==> src/rtl/shift_exec_stage.sv <==
// Two-stage pipelined shift/rotate unit for the cog ALU: ROR/ROL/SHR/SHL/RCR/RCL/SAR/REV
// with Z/C flags, valid/ready handshake, carry forwarding between in-flight ops and flush.
module shift_exec_stage (
  input  logic        clk,
  input  logic        reset,
  input  logic        flush,
  input  logic        in_valid,
  output logic        in_ready,
  input  logic [2:0]  in_op,
  input  logic [31:0] in_d,
  input  logic [4:0]  in_s,
  input  logic        in_c,
  input  logic        in_wz,
  input  logic        in_wc,
  input  logic        in_wr,
  input  logic [8:0]  in_dst,
  output logic        out_valid,
  input  logic        out_ready,
  output logic [31:0] out_q,
  output logic        out_z,
  output logic        out_c,
  output logic        out_wz,
  output logic        out_wc,
  output logic        out_wr,
  output logic [8:0]  out_dst,
  output logic        busy
);

  typedef enum logic [2:0] {
    OP_ROR = 3'd0,
    OP_ROL = 3'd1,
    OP_SHR = 3'd2,
    OP_SHL = 3'd3,
    OP_RCR = 3'd4,
    OP_RCL = 3'd5,
    OP_SAR = 3'd6,
    OP_REV = 3'd7
  } op_e;

  function automatic logic [31:0] bit_rev(input logic [31:0] d);
    logic [31:0] r;
    r = 32'd0;
    for (int i = 0; i < 32; i++) begin
      r[i] = d[31 - i];
    end
    return r;
  endfunction

  // Returns {carry, result}. Rotates use a doubled operand so any n in 0..31 is one shift.
  function automatic logic [32:0] shift_calc(input logic [2:0] op, input logic [31:0] d,
                                             input logic [4:0] n, input logic c);
    logic [63:0] dd;
    logic [32:0] v;
    logic [65:0] ww;
    logic [31:0] q;
    logic        co;
    dd = {d, d};
    v  = 33'd0;
    ww = 66'd0;
    q  = d;
    co = d[0];
    case (op)
      OP_ROR: begin
        dd = dd >> n;
        q  = dd[31:0];
        co = d[0];
      end
      OP_ROL: begin
        dd = dd << n;
        q  = dd[63:32];
        co = d[31];
      end
      OP_SHR: begin
        q  = d >> n;
        co = d[0];
      end
      OP_SHL: begin
        q  = d << n;
        co = d[31];
      end
      OP_RCR: begin
        v  = {d, c};
        ww = {v, v} >> n;
        q  = ww[32:1];
        co = ww[0];
      end
      OP_RCL: begin
        v  = {c, d};
        ww = {v, v} << n;
        q  = ww[64:33];
        co = ww[65];
      end
      OP_SAR: begin
        q  = $signed(d) >>> n;
        co = d[0];
      end
      OP_REV: begin
        q  = bit_rev(d) >> n;
        co = d[0];
      end
      default: begin
        q  = d;
        co = d[0];
      end
    endcase
    return {co, q};
  endfunction

  logic        s1_valid_r;
  logic [2:0]  s1_op_r;
  logic [31:0] s1_d_r;
  logic [4:0]  s1_n_r;
  logic        s1_c_r;
  logic        s1_wz_r;
  logic        s1_wc_r;
  logic        s1_wr_r;
  logic [8:0]  s1_dst_r;

  logic        s2_valid_r;
  logic [31:0] s2_q_r;
  logic        s2_z_r;
  logic        s2_c_r;
  logic        s2_wz_r;
  logic        s2_wc_r;
  logic        s2_wr_r;
  logic [8:0]  s2_dst_r;

  logic        pop_s;
  logic        s2_free_s;
  logic        s1_adv_s;
  logic        accept_s;
  logic [32:0] s1_res_s;
  logic        c1_s;

  assign out_valid = s2_valid_r & ~flush;
  assign pop_s     = out_valid & out_ready;
  assign s2_free_s = ~s2_valid_r | pop_s;
  assign s1_adv_s  = s1_valid_r & s2_free_s;
  assign in_ready  = (~s1_valid_r | s2_free_s) & ~flush;
  assign accept_s  = in_valid & in_ready;
  assign busy      = s1_valid_r | s2_valid_r;
  assign s1_res_s  = shift_calc(s1_op_r, s1_d_r, s1_n_r, s1_c_r);

  // Carry for the incoming op: youngest in-flight op that writes C, else the architectural flag.
  always_comb begin
    c1_s = in_c;
    if (s1_valid_r && s1_wc_r) begin
      c1_s = s1_res_s[32];
    end else if (s2_valid_r && s2_wc_r) begin
      c1_s = s2_c_r;
    end else begin
      c1_s = in_c;
    end
  end

  // Stage 1 operand register.
  always_ff @(posedge clk or posedge reset) begin
    if (reset) begin
      s1_valid_r <= 1'b0;
      s1_op_r    <= 3'd0;
      s1_d_r     <= 32'd0;
      s1_n_r     <= 5'd0;
      s1_c_r     <= 1'b0;
      s1_wz_r    <= 1'b0;
      s1_wc_r    <= 1'b0;
      s1_wr_r    <= 1'b0;
      s1_dst_r   <= 9'd0;
    end else if (flush) begin
      s1_valid_r <= 1'b0;
    end else if (accept_s) begin
      s1_valid_r <= 1'b1;
      s1_op_r    <= in_op;
      s1_d_r     <= in_d;
      s1_n_r     <= in_s;
      s1_c_r     <= c1_s;
      s1_wz_r    <= in_wz;
      s1_wc_r    <= in_wc;
      s1_wr_r    <= in_wr;
      s1_dst_r   <= in_dst;
    end else if (s1_adv_s) begin
      s1_valid_r <= 1'b0;
    end
  end

  // Stage 2 result register; drives the output bundle directly.
  always_ff @(posedge clk or posedge reset) begin
    if (reset) begin
      s2_valid_r <= 1'b0;
      s2_q_r     <= 32'd0;
      s2_z_r     <= 1'b0;
      s2_c_r     <= 1'b0;
      s2_wz_r    <= 1'b0;
      s2_wc_r    <= 1'b0;
      s2_wr_r    <= 1'b0;
      s2_dst_r   <= 9'd0;
    end else if (flush) begin
      s2_valid_r <= 1'b0;
    end else if (s1_adv_s) begin
      s2_valid_r <= 1'b1;
      s2_q_r     <= s1_res_s[31:0];
      s2_z_r     <= (s1_res_s[31:0] == 32'd0);
      s2_c_r     <= s1_res_s[32];
      s2_wz_r    <= s1_wz_r;
      s2_wc_r    <= s1_wc_r;
      s2_wr_r    <= s1_wr_r;
      s2_dst_r   <= s1_dst_r;
    end else if (pop_s) begin
      s2_valid_r <= 1'b0;
    end
  end

  assign out_q   = s2_q_r;
  assign out_z   = s2_z_r;
  assign out_c   = s2_c_r;
  assign out_wz  = s2_wz_r;
  assign out_wc  = s2_wc_r;
  assign out_wr  = s2_wr_r;
  assign out_dst = s2_dst_r;

endmodule

==> config.mk <==
export PLATFORM = sky130hd
export DESIGN_NAME = shift_exec_stage
export DESIGN_NICKNAME = d
export VERILOG_FILES = /design/src/rtl/shift_exec_stage.sv
export SDC_FILE = /design/constraint.sdc
export NUM_CORES = 1
export LEC_CHECK = 0
export CAP_MARGIN = 20
export CELL_PAD_IN_SITES_DETAIL_PLACEMENT = 0
export CELL_PAD_IN_SITES_GLOBAL_PLACEMENT = 2
export CORE_AREA = 2 2 197 199
export CTS_BUF_LIST = sky130_fd_sc_hd__clkbuf_2
export CTS_CLUSTER_DIAMETER = 100
export DETAILED_ROUTE_END_ITERATION = 10
export DIE_AREA = 0 0 199 201
export GPL_TIMING_DRIVEN = 1
export PLACE_DENSITY_LB_ADDON = 0.1
export SYNTH_ARGS = -nofsm -noshare
export SYNTH_HDL_FRONTEND = slang
export SYNTH_SLANG_ARGS = --single-unit
==> constraint.sdc <==
create_clock -name clk -period 5 [get_ports clk]
set_clock_uncertainty 0.1 [all_clocks]
set_input_delay 1 -clock clk [delete_from_list [all_inputs] [get_ports clk]]
set_output_delay 1 -clock clk [all_outputs]
set_load 0.02 [all_outputs]
==> results of run 1 <==
## area by class of cell
cell class,instances,area [um^2],share of cell area
clock buffer,9,45.04,0.002652
antenna,6,15.01,0.0008840
sequential,101,2544,0.1498
clock inverter,7,67.56,0.003978
timing repair buffer,283,2505,0.1475
multi-input combinational,1359,11100,0.6536
inverter,15,58.81,0.003462
tap,518,648.1,0.03816
## metal layers
layer,up-vias,wire length (um),track usage,part of all wire
li1,6664,-,-,-
met3,383,11850,0.1660,0.13
met5,-,25,0.01605,0.00028
met1,8213,32650,0.5568,0.37
met4,4,7114,0.2625,0.080
met2,1474,37440,0.6507,0.42
## cell usage after synthesis (18+ instances only)
cell type and count:
nand2_1 228, mux2i_1 137, mux2_2 126, mux4_2 122, clkbuf_1 121, dfrtp_1 101, nor2_1 101, o21ai_0 98
a21oi_1 73, buf_2 63, nand3_1 46, o22ai_1 33, nor3_1 30, a22oi_1 22, a211oi_1 18
## cells by family after synthesis
kind of cell | Yosys count
mux | 388
compound gates | 442
buf+inv | 230
flops | 101
simple gates | 526
xor+xnor | 3
## worst min-delay path, cell delays in order (launching register included)
cell,delay (ps)
dfrtp_1,410
nand2_1,50
nand2_1,50
## stage by stage
stage          cell area, um^2  total power (W)    util
3_5_place_dp             16830         0.006669  0.4416
3_3_place_gp             16820         0.006695  0.4414
4_1_cts                  16940         0.007107  0.4446
2_1_floorplan            14650         0.004247       -
5_1_grt                  16970         0.007562  0.4454
6_report                 16980         0.007411  0.4457
## worst paths after layout
| kind | endpoint | slack (ps) | cells after the start |
|---|---|---|---|
| max | out_z | 170 | 11 |
| min | out_dst[0] | 390 | 2 |
| max reg2reg | out_z | 170 | 11 |
| min reg2reg | out_dst[0] | 390 | 2 |
| max in group asynchronous | out_q[12] | 3230 | 3 |
| min in group asynchronous | s1_dst_r[5] | 610 | 2 |
## what timing repair did
item / CTS / global route
hold buffers: 0 / 0
setup buffers: 0 / 1
gates resized for setup: 0 / 1
setup endpoints to repair: 0 / 1
## state kept, by name, indices dropped and copies added (netlist names), 3 cells and up
signal	cells
s1_op_r	3
s1_n_r	5
s1_dst_r	9
s1_d_r	32
out_dst	9
out_q	32
## power by group
part,leakage (nW),internal (W),total [W],switching (W)
clock network,0.0716,0.0000797,0.000415,0.000335
logic,5.39,0.00214,0.00560,0.00346
registers,1.23,0.00101,0.00140,0.000388
==> summary.txt, run 1 <==
Total GRT Usage: 0.4452
endpoint type of the worst setup path: flop
most common library cell in the layout ignoring fill and taps: nand2_1
setup tns final: 0 ps
Most common cell on crit path: or3_1
most area-consuming cells after synthesis: mux4_2 19%, dfrtp_1 17%, mux2_2 9.7%
path type of the worst setup path: reg -> reg
die area: 40000 um^2
number of non-filler instances in the completed layout: 2298
origin of the worst setup path: s1_d_r[5]
initial antenna violation count: 5
register area share after synthesis: 0.1726
global-route wire length before repair: 124.6 mm
series of cell instances along the critical path: mux4_2 > a222oi_1 > nor2_1 > a221oi_2 > buf_4 > o21ai_1 > or3_1 > and3_1 > or4_1 > or3_1 > o31ai_2
post-synth design cell area: 14650 um^2
number of standard-cell rows in the floorplan: 72
Detailed Place HPWL: 68.19 mm
number of cells produced by synthesis: 1690
core area: 38110 um^2
CTS tree: done
synthesized-area fraction occupied by adder cells: 0
register clock-pin slew on the reported worst setup and hold paths: 310 ps
number of register bits inferred by synthesis: 101
maximum clock insertion buffer count: 2
final wirelength: 89.08 mm
Root Driver: clkbuf_2
leakage power total: 6.689 nW
latest clock arrival within the worst-skew pair: 760 ps
placed cells: 2274
Area growth, synth to finish: 15.96%
dominant combinational cell family by area after synthesis: multiplexers
Port Buf Inserts: 106
required time at the worst-slack endpoint: 5590 ps
Tmin final: 4831 ps
max-capacitance violation count: 0
pre-CTS setup slack: 227.4 ps
Post-Route Hold Slack: 386.1 ps
unrepaired setup endpoints after global routing: false
min-delay worst type: reg -> reg
DRC violations left: 0
routability-driven placement congestion ratio: 1.103
clock sink count: 101
family of cells with the greatest summed delay on the critical path: simple AND/OR/NAND/NOR gates
Max stage delay cell, worst path: dfrtp_1
net count of the mapped netlist: 1748
CTS H-Tree Depth: 3
transition time at the pin with the least slew margin: 1260 ps
period utilization: 0.9662
count of endpoints failing hold in the final timing report: 0
post-synthesis compound-gate area fraction: 0.2085
Max Slew Vio Count: 0
simple-gate share of the synthesized area: 0.1651
launching element type of the critical path: flop
count of yosys warnings during synthesis: 0
final critical-path setup slack: 169.0 ps
share of layout cells above drive strength 1: 0.2700
FFs w/ async S/R, synth: 1.000
predominant post-synthesis flop cell: dfrtp_1
PwrDens: 436.4 nW/um^2
proportion of netlist area held by the largest area contributor: 0.1876
Max Fclk: 0.2070 GHz
antenna-violating nets left: 0
number of global-route vias before repair: 15960
Starting Density: 0.3844
Post-Synth XOR/XNOR Area: 0.001794
Worst Path Buf+Inv: 1
die extent in x: 199 um
commonest non-fill, non-tap cells in the layout: 227 x nand2_1, 166 x buf_4, 137 x mux2i_1
post-DR wirelength/cell: 38.76 um
leftover overflow at the end of global routing: 0
setup violation total in the final timing report: 0
TritonCTS Buffers: 9
worst slew slack as a fraction of its limit: 0.1574
iteration-0 DRC count of the detailed router: 2846
number of iterations in the first detailed-routing pass: 7
pin count of the biggest net entering global routing: 71
Unique masters post-synth: 80
count of vias placed by the detailed router: 16740
CP arrival: 5430 ps
average size of a mapped cell: 8.667 um^2
status: finished clean
startpoint of the most critical register-to-register path: s1_d_r[5]
origin of the worst min-delay path: s1_dst_r[0]
vias per std cell: 7.284
top fanout value on the critical path: 17
worst ir drop on vdd: 0.0002738 V
number of flops mapped to enable cells by yosys: 0
proportion of synthesized area in mux cells: 0.3812
library cell occupying the most area in the post-synthesis netlist: mux4_2
height of the die: 201 um
CP max stage delay: 890 ps
final net count: 1827
fillers: 3840
number of ports placed on the die boundary: 107
No activity file was read; power rests on OpenSTA's default activity.
==> inputs of run 2 (changes only) <==
--- a/config.mk
+++ b/config.mk
@@ -14,7 +14,7 @@
 export DETAILED_ROUTE_END_ITERATION = 10
 export DIE_AREA = 0 0 199 201
 export GPL_TIMING_DRIVEN = 1
-export PLACE_DENSITY_LB_ADDON = 0.1
+export PLACE_DENSITY = 0.82
 export SYNTH_ARGS = -nofsm -noshare
 export SYNTH_HDL_FRONTEND = slang
 export SYNTH_SLANG_ARGS = --single-unit
==> summary.txt, run 2 (synthesis gave the netlist of run 1 again) <==
PwrDens: 437.8 nW/um^2
final critical-path setup slack: 269.3 ps
min-delay worst type: reg -> reg
launching element type of the critical path: flop
series of cell instances along the critical path: buf_12 > buf_4 > nor2_1 > mux2i_1 > o21ai_0 > o21ai_0 > a21boi_0 > o22ai_1 > nor3_1 > buf_4 > nand4b_1 > or3_1 > o31ai_2
Max Slew Vio Count: 0
number of hold buffers added after CTS: 0
Root Driver: clkbuf_2
count of endpoints failing hold in the final timing report: 0
family of cells with the greatest summed delay on the critical path: simple AND/OR/NAND/NOR gates
most common library cell in the layout ignoring fill and taps: nand2_1
vias per std cell: 7.217
antenna-violating nets left: 0
number of ports placed on the die boundary: 107
worst slew slack as a fraction of its limit: 0.1516
register clock-pin slew on the reported worst setup and hold paths: 300 ps
CTS tree: done
core area: 38110 um^2
post-CTS setup repair buffer count: 0
CP max stage delay: 770 ps
status: finished clean
transition time at the pin with the least slew margin: 1262 ps
DRC violations left: 0
die area: 40000 um^2
CP arrival: 5280 ps
final wirelength: 88.76 mm
required time at the worst-slack endpoint: 5550 ps
Max Fclk: 0.2114 GHz
Tmin final: 4731 ps
Total GRT Usage: 0.4437
r2r worst-path depth: 13
endpoint type of the worst setup path: flop
number of iterations in the first detailed-routing pass: 6
Port Buf Inserts: 106
commonest non-fill, non-tap cells in the layout: 227 x nand2_1, 183 x buf_4, 137 x mux2i_1
worst ir drop on vdd: 0.0002771 V
register-to-register setup slack: 270 ps
quantity of gates resized following cts: 0
CTS H-Tree Depth: 3
number of instances on the worst hold path: 2
post-DR wirelength/cell: 38.34 um
setup tns final: 0 ps
Starting Density: 0.3844
worst-case hold path end point: out_dst[7]
origin of the worst min-delay path: s1_dst_r[7]
global-route wire length before repair: 125.1 mm
unrepaired setup endpoints after global routing: false
number of global-route vias before repair: 16050
fillers: 3829
iteration-0 DRC count of the detailed router: 2812
final net count: 1847
pre-CTS setup slack: 443.8 ps
Detailed Place HPWL: 68.88 mm
pin count of the biggest net entering global routing: 75
number of standard-cell rows in the floorplan: 72
top fanout value on the critical path: 34
Area growth, synth to finish: 17.40%
Worst Path Buf+Inv: 3
share of layout cells above drive strength 1: 0.2787
routability-driven placement congestion ratio: 1.066
period utilization: 0.9461
leftover overflow at the end of global routing: 0
max-capacitance violation count: 0
FF-to-FF End: out_z
count of vias placed by the detailed router: 16710
initial antenna violation count: 4
maximum clock insertion buffer count: 2
latest clock arrival within the worst-skew pair: 730 ps
startpoint of the most critical register-to-register path: s1_n_r[1]
leakage power total: 6.813 nW
setup violation total in the final timing report: 0
die extent in x: 199 um
height of the die: 201 um
TritonCTS Buffers: 9
Max stage delay cell, worst path: dfrtp_4
clock sink count: 101
path type of the worst setup path: reg -> reg
-- run 2: worst max path at each step --
stage | start | end | slack (ps) | cells after the start
finish | s1_n_r[1] | out_z | 270 | 13
detailed placement | s1_n_r[1] | out_z | 440 | 12
floorplan | reset | out_c | 1250 | 1
global placement | s1_n_r[1] | out_z | 360 | 12
global route | s1_n_r[1] | out_z | 230 | 13
CTS | s1_n_r[1] | out_z | 390 | 12
-- run 2: metrics by stage --
stage	util	std cells	power, W	hold WS, ps	area, um^2
finish	0.4512	2315	0.007529	411.0	17200
floorplan	-	1690	0.004247	333.1	14650
global placement	0.4464	2293	0.006786	340.8	17010
global route	0.4511	2313	0.007685	439.1	17190
CTS	0.4505	2311	0.007262	411.3	17170
detailed placement	0.4466	2295	0.006769	352.0	17020
-- run 2: layer usage --
layer,track usage,vias to the layer above,share of wire
met1,0.5637,8181,0.37
met2,0.6435,1462,0.42
li1,-,6706,-
met3,0.1299,359,0.12
met4,0.3105,0,0.091
met5,0,-,0
-- run 2: layout make-up --
type                    instances  area [um^2]  area share
inverters                      15        58.81    0.003420
flip-flops and latches        101         2544      0.1479
diodes                          3        7.507   0.0004366
repair buffers                303         2684      0.1561
clock buffers                   9        45.04    0.002620
multi-input cells            1359        11110      0.6459
well taps                     518        648.1     0.03769
clock inverters                 7        102.6    0.005967
-- run 2: worst register-to-register path, stage by stage (launching register included) --
cell      delay, ps
dfrtp_4         770
buf_12          270
buf_4           200
nor2_1          730
mux2i_1         280
o21ai_0         100
o21ai_0         580
a21boi_0        240
o22ai_1         100
nor3_1          450
buf_4           230
nand4b_1         90
or3_1           390
o31ai_2         180
-- run 2: power breakdown --
group / internal [W] / leakage, nW / switching, W
registers: 0.00101 / 1.23 / 0.000355
logic: 0.00220 / 5.50 / 0.00350
clock network: 0.000134 / 0.0857 / 0.000339
total: 0.00334 / 6.81 / 0.00419
